==> config.mk <==
export PLATFORM = sky130hd
export DESIGN_NAME = regfile_writer
export DESIGN_NICKNAME = d
export VERILOG_FILES = /design/src/rtl/regfile_pkg.sv /design/src/rtl/wb_fifo.sv /design/src/rtl/regfile_writer.sv
export SDC_FILE = /design/constraint.sdc
export NUM_CORES = 1
export LEC_CHECK = 0
export CAP_MARGIN = 15
export CORE_MARGIN = 2
export CORE_UTILIZATION = 49
export DETAILED_ROUTE_END_ITERATION = 6
export PLACE_DENSITY_LB_ADDON = 0.2
export RECOVER_POWER = 50
export SYNTH_ARGS = -nofsm -noshare
export SYNTH_HDL_FRONTEND = slang
export SYNTH_SLANG_ARGS = --single-unit
==> constraint.sdc <==
create_clock -name clk -period 2.33 [get_ports clk]
set_clock_uncertainty 0.1 [all_clocks]
set_input_delay 0.3495 -clock clk [delete_from_list [all_inputs] [get_ports clk]]
set_output_delay 0.3495 -clock clk [all_outputs]
set_load 0.005 [all_outputs]
==> src/rtl/regfile_pkg.sv <==
// regfile_pkg: shared register-file constants and the writeback entry type.
package regfile_pkg;
  localparam int DATAWIDTH = 32;
  localparam int REGISTERS = 32;
  localparam int INDEX = $clog2(REGISTERS);
  typedef struct packed {
    logic [INDEX-1:0] addr;
    logic [DATAWIDTH-1:0] data;
  } wb_entry_t;
endpackage

==> src/rtl/wb_fifo.sv <==
// wb_fifo: synchronous FIFO of wb_entry_t; entries exposed oldest-first with valid bits.
module wb_fifo
  import regfile_pkg::*;
#(
  parameter int DEPTH = 4,
  localparam int AW = $clog2(DEPTH),
  localparam int CW = AW + 1
) (
  input  logic            clk,
  input  logic            rst_n,
  input  logic            push,
  input  logic            pop,
  input  wb_entry_t       din,
  output wb_entry_t       ent [DEPTH],
  output logic [DEPTH-1:0] ent_valid,
  output logic [CW-1:0]   count
);
  wb_entry_t mem [DEPTH];
  logic [AW-1:0] wr_ptr, rd_ptr;
  always_ff @(posedge clk or negedge rst_n)
    if (!rst_n) begin
      wr_ptr <= '0;
      rd_ptr <= '0;
      count <= '0;
    end else begin
      if (push) wr_ptr <= wr_ptr + 1'b1;
      if (pop) rd_ptr <= rd_ptr + 1'b1;
      count <= count + CW'(push) - CW'(pop);
    end
  always_ff @(posedge clk)
    if (push) mem[wr_ptr] <= din;
  // ent[0] is the head; higher indices are younger entries
  for (genvar i = 0; i < DEPTH; i++) begin : g_ent
    assign ent[i] = mem[rd_ptr + AW'(i)];
    assign ent_valid[i] = CW'(i) < count;
  end
endmodule

==> src/rtl/regfile_writer.sv <==
// regfile_writer: buffered register-file write port with x0 filter and RAW query.
// Optional forwarding of pending data on q_data under REGFILE_WRITER_BYPASS_EN.
module regfile_writer
  import regfile_pkg::*;
#(
  parameter int DEPTH = 4,
  localparam int CW = $clog2(DEPTH) + 1
) (
  input  logic                 clk,
  input  logic                 rst_n,
  input  logic                 in_valid,
  output logic                 in_ready,
  input  logic [INDEX-1:0]     in_addr,
  input  logic [DATAWIDTH-1:0] in_data,
  input  logic                 hold,
  output logic                 werf,
  output logic [INDEX-1:0]     wa,
  output logic [DATAWIDTH-1:0] wd,
  input  logic [INDEX-1:0]     q_addr,
  output logic                 q_pending,
  output logic [DATAWIDTH-1:0] q_data,
  output logic [CW-1:0]        count
);
  wb_entry_t ent [DEPTH];
  logic [DEPTH-1:0] ent_valid, hit;
  logic push, pop;
  assign in_ready = rst_n && (count < CW'(DEPTH));
  assign push = in_valid && in_ready && (in_addr != '0);
  assign pop = (count != '0) && !hold;
  wb_fifo #(.DEPTH(DEPTH)) u_fifo (
    .clk(clk),
    .rst_n(rst_n),
    .push(push),
    .pop(pop),
    .din('{addr: in_addr, data: in_data}),
    .ent(ent),
    .ent_valid(ent_valid),
    .count(count)
  );
  always_ff @(posedge clk or negedge rst_n)
    if (!rst_n) begin
      werf <= 1'b0;
      wa <= '0;
      wd <= '0;
    end else begin
      werf <= pop;
      if (pop) begin
        wa <= ent[0].addr;
        wd <= ent[0].data;
      end
    end
  for (genvar i = 0; i < DEPTH; i++) begin : g_hit
    assign hit[i] = ent_valid[i] && (ent[i].addr == q_addr);
  end
  assign q_pending = (q_addr != '0) && ((|hit) || (werf && wa == q_addr));
`ifdef REGFILE_WRITER_BYPASS_EN
  // youngest match wins: later FIFO slots override older ones and the output register
  always_comb begin
    q_data = (werf && wa == q_addr) ? wd : '0;
    for (int k = 0; k < DEPTH; k++) if (hit[k]) q_data = ent[k].data;
    if (!q_pending) q_data = '0;
  end
`else
  assign q_data = '0;
`endif
endmodule

==> flow_summary.json <==
{
  "setup.worst_path.start_class": "flop",
  "synth_area_leaders": "edfxtp_1, dfrtp_1, mux4_2",
  "status": "complete, but fails checks",
  "required_ps": 1880,
  "fin_hold_ws_ps": 374,
  "crit_type": "flop to output port",
  "cts_sinks": 193,
  "dieArea_mm2": 0.0176,
  "clkTransAtPathRegs_ps": 70,
  "slew_headroom_pct": 8.82,
  "gr-total-overflow": 0,
  "period_minus_slack_ps": 3000,
  "synth-seq-area-share_pct": 68.9,
  "violations": "setup timing",
  "route.detailed.drc": 0,
  "worstPathArrival_ps": 2550,
  "ir_drop_v": 0.000609,
  "grt_max_degree": 46,
  "synth_cells": 408,
  "pwr_density_cell_mw_per_mm2": 1140,
  "firstDrtPassIters": 4,
  "numCtsBuffers": 17,
  "netlist.top_cell.by_area": "edfxtp_1",
  "cap_violations": 0,
  "clockRootBuffer": "clkbuf_16",
  "final_common_cell": "edfxtp_1",
  "min_period_over_period_pct": 129,
  "area_delta_synth_final_pct": 25.6,
  "grt_antenna_before_repair": 2,
  "viasPerCell": 5.20,
  "synth_cell_types": 31,
  "rows": 46,
  "synth_area_mm2": 0.00809,
  "worstHoldPathType": "input pin to async pin",
  "grt_pass1_wl_um": 23800,
  "p_leak_nw": 3.61,
  "ys_ff_latch": 193,
  "rsz0062_at_grt": "true",
  "die_w_um": 132,
  "grt_usage_pct": 18.1,
  "place.gp.congestion": 0.754,
  "mostFrequentLayoutCells": "edfxtp_1, dlygate4sd3_1, mux4_2, dfrtp_1, mux2_2",
  "start_util_pct": 50.6,
  "insertion_delay_ps": 430,
  "port_buffers": 88,
  "layout-drive-gt1-share_pct": 32.0,
  "fin_setup_tns_ps": -3530,
  "cts_tree": "yes",
  "wl_per_cell_um": 19.1,
  "tightest_slew_ps": 1370,
  "synth_top_area_share_pct": 54.9,
  "die_height_um": 132,
  "cts.path.max_buffers": 2,
  "dp_cells": 731,
  "slew_violations": 0,
  "placeableCoreArea_mm2": 0.0160,
  "routed_wl_um": 14800,
  "grt_pass1_vias": 4391,
  "final_nets": 598,
  "fin_cells": 774,
  "crit_fanout": 4,
  "setup_slack_ps": -671,
  "ant_nets": 0,
  "dp_hpwl_um": 9480,
  "yosysWarningCount": 0,
  "max_freq_mhz": 333,
  "htree_num_levels": 4,
  "postSynthAreaPerCell_um2": 19.8,
  "hold_viol_final": 0,
  "pre_cts_slack_ps": -714,
  "finalSetupViolations": 38,
  "drt-initial-drc-count": 200,
  "worstSetupEndpointType": "output port",
  "power_mw": 11.6,
  "vias": 4027,
  "top_level_ports": 121
}
-- final cells by class --
| type | count | area (µm²) |
|---|---|---|
| well taps | 216 | 270 |
| repair buffers | 138 | 1390 |
| clock inverters | 14 | 178 |
| clock buffers | 18 | 439 |
| fillers | 1146 | 5840 |
| diodes | 2 | 5.00 |
| flip-flops and latches | 193 | 5580 |
| multi-input cells | 186 | 2280 |
| inverters | 7 | 26.3 |
-- where the power goes --
group / switching (mW) / internal (mW) / total (mW)
clock network: 1.27 / 1.73 / 3.00
registers: 0.306 / 4.32 / 4.63
logic: 1.54 / 2.40 / 3.94
-- synthesized netlist by cell type, drive strengths merged --
cell     number
xor2         14
a31oi         2
or3           1
clkbuf       11
nand4         2
and3          1
mux4         52
buf          42
and2          4
mux2         37
a21oi         2
conb          1
edfxtp      148
a2111oi       2
xnor2        15
inv           7
or4           1
ha            8
dfrtp        45
nor3          1
fa            1
nor4          2
nand3         2
nand2         3
o21ai         1
nor2b         1
nor2          2
-- state kept, by name, summed over array words and instances, names as in the netlist --
register       flops
werf               1
u_fifo.count       3
u_fifo.wr_ptr      2
u_fifo.mem       148
u_fifo.rd_ptr      2
wd                32
wa                 5
-- metal layers --
metal | wire (µm) | part of all wire (%) | vias to the layer above | track usage [%]
met4 | 215 | 1.5 | 0 | 6.57
met3 | 539 | 3.6 | 18 | 4.06
met2 | 7760 | 52 | 95 | 30.9
met5 | 0 | 0 | - | 0
li1 | - | - | 1810 | -
met1 | 6280 | 42 | 2104 | 22.9
-- cells by family (layout without fill, tap and decap cells) --
| group | after synthesis | in the layout | synth area share [%] |
|---|---|---|---|
| flops | 193 | 193 | 68.9 |
| mux | 89 | 89 | 20.0 |
| buf+inv | 60 | 177 | 4.53 |
| xor+xnor | 29 | 29 | 3.14 |
| simple gates | 20 | 20 | 1.36 |
| fa+ha+maj | 9 | 9 | 1.48 |
| compound gates | 7 | 7 | 0.634 |
| other cells | 1 | 34 | 0.0464 |
-- worst paths after layout --
check,start,end,slack [ps],cells past startpoint
setup reg to reg,u_fifo.count[1],wd[29],-90,5
hold / removal,rst_n,wd[23],370,2
setup / recovery,u_fifo.rd_ptr[0],q_pending,-670,8
max in group asynchronous,rst_n,u_fifo.rd_ptr[0],750,2
min in group clk,wd[24],wd[24],400,1
hold reg to reg,wd[24],wd[24],400,1
-- stage by stage --
step	instance area, µm²	util (%)
after floorplan	8210	-
after global placement	9470	59.2
after detailed placement	9470	59.2
after CTS	10200	63.6
after global routing	10200	63.5
final	10200	63.5
-- critical path, cell delays in order (launching register included) --
cell and delay (ps):
dfrtp_4 510, buf_6 130, mux4_2 450, xor2_1 170, a2111oi_2 330, nand3_1 100, and3_1 180, a21oi_1 130
buf_2 120
-- timing repair --
action | 4_1_cts | 5_1_grt
buffers inserted | 9 | 0
hold buffers | 0 | 0
pin swaps | 7 | 4
cloned | 0 | 0
gates resized for setup | 14 | 3
endpoints found under the setup margin | 1 | 1
endpoints found under the hold margin | 0 | 0
Note: power is estimated with default switching activity, not from simulation.
==> variant 1 (same flow settings) <==
Add a define of `REGFILE_WRITER_BYPASS_EN`.
--- a/src/rtl/regfile_writer.sv
+++ b/src/rtl/regfile_writer.sv
@@ -1,4 +1,6 @@
 // regfile_writer: buffered register-file write port with x0 filter and RAW query.
 // Optional forwarding of pending data on q_data under REGFILE_WRITER_BYPASS_EN.
+`define REGFILE_WRITER_BYPASS_EN
+
 module regfile_writer
   import regfile_pkg::*;
Behaviour: not the same (Yosys sat finds a counterexample within 4 cycles, from zero or initial values and one cycle with rst_n low).
==> variant 1 against the original RTL <==
Final area up 39%. Sequential power up 3%. First-iteration DRC count rose to 3.2 times the old value. Worst setup slack worse by 800 ps. Sequential cell count unchanged. Critical path type unchanged. Synthesized cell count up 140%. The run still ends with negative setup slack left. Power up 42%. Non-clock buffer count up 82. Combinational power up 120%. Routed wire length up 91%. Area after synthesis up 38%.
==> variant 1: results (changes against the original RTL) <==
stage,metric,value,unit,change
power_and_ir_drop,peak supply drop,0.000647,V,+6.3%
layout,"Cell Count, Final, Fillers Out",1423,,+84%
logic_synthesis,largest cells by area after synthesis,"edfxtp_1 (40%), mux2i_1 (12%), dfrtp_1 (10%)",,
layout,nets@finish,1180,,+97%
global_routing,GRT Util Overall,23.2,%,+5.1 points
power_and_ir_drop,Leakage,5.47,nW,+51%
power_and_ir_drop,clock network power,2.77,mW,-7.7%
layout,Non-CTS inverters,8,,+1
placed_design,number of port buffers,120,,+36%
global_routing,number of global-route vias before repair,8034,,+83%
logic_synthesis,Synth top cells by count,"edfxtp_1 (148), mux2i_1 (128), nand2_1 (120)",,
routing,drt wl/cell,19.9,um,+4.0%
global_routing,antenna violations before repair,1,,-1
layout,FF+latch count,193,,unchanged
worst_setup_path,Crit path max-delay family,buffers and inverters,,
logic_synthesis,Synth Instances,970,,+140%
layout,ant diodes,0,,-2
routing,first-pass detailed-route iteration total,5,,+1
status,failing checks,negative setup slack,,
timing,worst setup margin,-1470,ps,-803 ps
layout,multi-input gates,685,,+270%
worst_setup_path,Slowest cell on crit path,mux4_2,,
timing,final setup violation count,33,,-13%
worst_setup_path,CP max stage delay,550,ps,+40 ps
power_and_ir_drop,Cell Pwr Density,1160,nW/um^2,+1.5%
power_and_ir_drop,Comb pwr share,53.9,%,+20 points
logic_synthesis,"Seq/Total Area, Yosys",50.0,%,-19 points
layout,fraction of area in multi-input gates,38.3,%,+16 points
timing,Worst Tran Pin Value,1330,ps,-40.4 ps
layout,"Buffers, non-clock",220,,+59%
routing,Iter 0 DRT Violations,647,,+220%
status,status,finished with violations,,
placed_design,Inst Count DP,1362,,+86%
worst_setup_path,WP data arrival,3350,ps,+800 ps
power_and_ir_drop,P_sw,6.02,mW,+93%
placed_design,dpl hpwl,17500,um,+85%
worst_setup_path,Worst R2R Setup Slack,90,ps,+180 ps
layout,fill cell count,1722,,+50%
## variant 1: cell count changes after synthesis, sizes merged, moves of 25 or more
cell    before  now
a21oi        2   33
a311oi       0   32
clkbuf      11   36
mux2        37   64
mux2i        0  128
mux4        52   20
nand2        3  120
nor2         2   67
o21a         0   32
o21ai        1   65
o22ai        0   32
or3          1   33
## variant 1: routing by layer
layer / part of all wire (%) / track usage (%) / wire length [um]
met3: 5.2 / 3.78 / 1470
met1: 43 / 30.1 / 12100
met4: 1.6 / 6.57 / 466
met2: 50 / 40.4 / 14300
met5: 0.057 / 0 / 16
## variant 1: through the flow
stage / hold slack, ps / setup TNS, ps / instance area [um^2] / worst slack, ps
after floorplan: -46.1 / -15290 / 11200 / -473
after detailed placement: 399 / -40000 / 13100 / -1300
after CTS: 14.4 / -47330 / 13900 / -1590
final: 287 / -45790 / 14200 / -1470
after global routing: 431 / -55080 / 14200 / -1560
after global placement: 390 / -39760 / 13100 / -1260
## variant 1: timing repair
action,in CTS,in global routing
gates resized for setup,85,93
setup endpoints to repair,33,34
gates cloned,2,3
setup buffers,13,13
pin swaps,33,65
## variant 1: worst paths after layout
| check | start | to | depth (start not counted) |
|---|---|---|---|
| setup / recovery | u_fifo.rd_ptr[0] | q_data[12] | 11 |
| max in group asynchronous | rst_n | u_fifo.rd_ptr[1] | 2 |
| hold / removal | rst_n | u_fifo.count[0] | 2 |
| min in group clk | wd[6] | wd[6] | 2 |
| setup reg to reg | u_fifo.count[2] | u_fifo.mem[2][19] | 7 |
| hold reg to reg | wd[6] | wd[6] | 2 |
## variant 1: cell families after synthesis
logic type	Yosys count	synth area share (%)
simple gates	237	9.10
mux	212	22.2
compound gates	198	11.3
flops	193	50.0
buf+inv	92	4.00
xor+xnor	29	2.35
fa+ha+maj	9	1.08
==> variant 2 (same flow settings) <==
Without the edit above. Register the output `count`, with the module's reset; this adds one clock of latency there. The other outputs are not delayed to match.
--- a/src/rtl/regfile_writer.sv
+++ b/src/rtl/regfile_writer.sv
@@ -22,10 +22,12 @@
   output logic [CW-1:0]        count
 );
+
+  logic [CW-1:0] count_d;
   wb_entry_t ent [DEPTH];
   logic [DEPTH-1:0] ent_valid, hit;
   logic push, pop;
-  assign in_ready = rst_n && (count < CW'(DEPTH));
+  assign in_ready = rst_n && (count_d < CW'(DEPTH));
   assign push = in_valid && in_ready && (in_addr != '0);
-  assign pop = (count != '0) && !hold;
+  assign pop = (count_d != '0) && !hold;
   wb_fifo #(.DEPTH(DEPTH)) u_fifo (
     .clk(clk),
@@ -36,5 +38,5 @@
     .ent(ent),
     .ent_valid(ent_valid),
-    .count(count)
+    .count(count_d)
   );
   always_ff @(posedge clk or negedge rst_n)
@@ -64,4 +66,12 @@
   assign q_data = '0;
 `endif
+  always_ff @(posedge clk or negedge rst_n) begin
+      if (!rst_n) begin
+          count <= '0;
+      end else begin
+          count <= count_d;
+      end
+  end
+
 endmodule
 
Behaviour: not the same (Yosys sat finds a counterexample within 4 cycles, from zero or initial values and one cycle with rst_n low).
==> variant 2 against the original RTL <==
The run still ends with negative setup slack left. Area after synthesis increased by 1.1%. Power increased by 0.68%. Core utilization decreased by 1.5 points. Sequential cell count increased by 3. Count of clock-buffer cells in the layout increased by 4. Worst setup slack improved by 120 ps. Final area increased by 0.41%. Hold slack got worse by 95 ps. Routed wire length decreased by 2.8%. Critical endpoint unchanged.
==> variant 2: results (changes against the original RTL) <==
stage,metric,value,unit,change
clock_network,post-CTS sizing,22,,+8
logic_synthesis,Synth top cells by count,"edfxtp_1 (148), dfrtp_1 (48), mux4_2 (42)",,
logic_synthesis,largest cells by area after synthesis,"edfxtp_1 (54%), dfrtp_1 (15%), mux4_2 (12%)",,
layout,layout cell share with drive strength beyond 1,30.6,%,-1.5 points
hold_path,worst hold path type,reg -> reg,,
status,failing checks,negative setup slack,,
clock_network,Setup Buffers After CTS,7,,-2
timing,final setup violation count,1,,-97%
status,status,finished with violations,,
logic_synthesis,asr flop ratio synth,24.5,%,+1.2 points
power_and_ir_drop,P_sw,3.09,mW,-0.93%
timing,TNS Setup,-551,ps,+2980 ps
placed_design,GP Congestion,0.767,,+1.8%
global_routing,met3 Usage GRT,4.15,%,+0.086 points
power_and_ir_drop,switch share,26.5,%,-0.43 points
global_routing,first-pass GRT wire length,23500,um,-1.6%
global_routing,antenna violations before repair,1,,-1
routing,met3 WL,613,um,+14%
logic_synthesis,Synth Instances,411,,+0.74%
worst_setup_path,Worst R2R Setup Slack,10,ps,+100 ps
worst_setup_path,WP data arrival,2430,ps,-120 ps
timing,worst setup margin,-551,ps,+120 ps
timing,Worst Tran Pin Value,1380,ps,+9.99 ps
layout,largest registers,"u_fifo.mem x148, wd x32, wa x5",,
placed_design,pre-CTS setup slack,-658,ps,+56.4 ps
routing,vias,4045,,+0.45%
global_routing,GRT Util Overall,17.6,%,-0.49 points
global_routing,number of global-route vias before repair,4301,,-2.0%
placed_design,area post-placement,9500,um^2,+0.32%
routing,drt wl/cell,18.6,um,-2.8%
global_routing,largest net degree at the start of global routing,49,,+6.5%
worst_setup_path,reg-to-reg startpoint,u_fifo.count[0],,
logic_synthesis,synth warn,0,,unchanged
routing,met1 WL,6300,um,+0.33%
layout,"Cell Count, Final, Fillers Out",774,,unchanged
power_and_ir_drop,Flop pwr share,40.4,%,+0.4 points
logic_synthesis,Unique masters post-synth,30,,-3.2%
hold_path,WHS Path Cells,0,,
logic_synthesis,"Seq/Total Area, Yosys",69.0,%,+0.18 points
global_routing,met1 Track Usage GR,23.4,%,+0.49 points
routing,Top Metal Used,met4,,
logic_synthesis,Yosys top cell area share,54.3,%,-0.59 points
placed_design,Inst Count DP,734,,+0.41%
timing,WHS,279,ps,-95.4 ps
global_routing,met2 usage,29.5,%,-1.4 points
==> variant 2: cell count changes after synthesis, moves of 2 or more <==
cell | before | now
nor3_1 | 1 | 4
dfrtp_1 | 45 | 48
mux4_2 | 45 | 42
mux4_1 | 7 | 10
nand4_1 | 2 | 4
xnor2_1 | 15 | 20
buf_1 | 0 | 4
clkbuf_1 | 11 | 7
xor2_1 | 14 | 9
nand3_1 | 2 | 0
==> variant 2: logic make-up after synthesis <==
group / synth area share, %
compound gates: 0.535
xor+xnor: 3.11
fa+ha+maj: 1.47
buf+inv: 4.61
flops: 69.0
mux: 19.9
other cells: 0.0459
simple gates: 1.33
==> variant 2: final cells by class <==
class / instances / area (um^2)
Fill cell: 1191 / 6260
Sequential cell: 196 / 5650
Multi-Input combinational cell: 186 / 2330
Timing Repair Buffer: 132 / 1300
Clock buffer: 22 / 464
Tap cell: 220 / 275
Clock inverter: 10 / 146
Inverter: 7 / 26.3
Antenna cell: 1 / 2.50
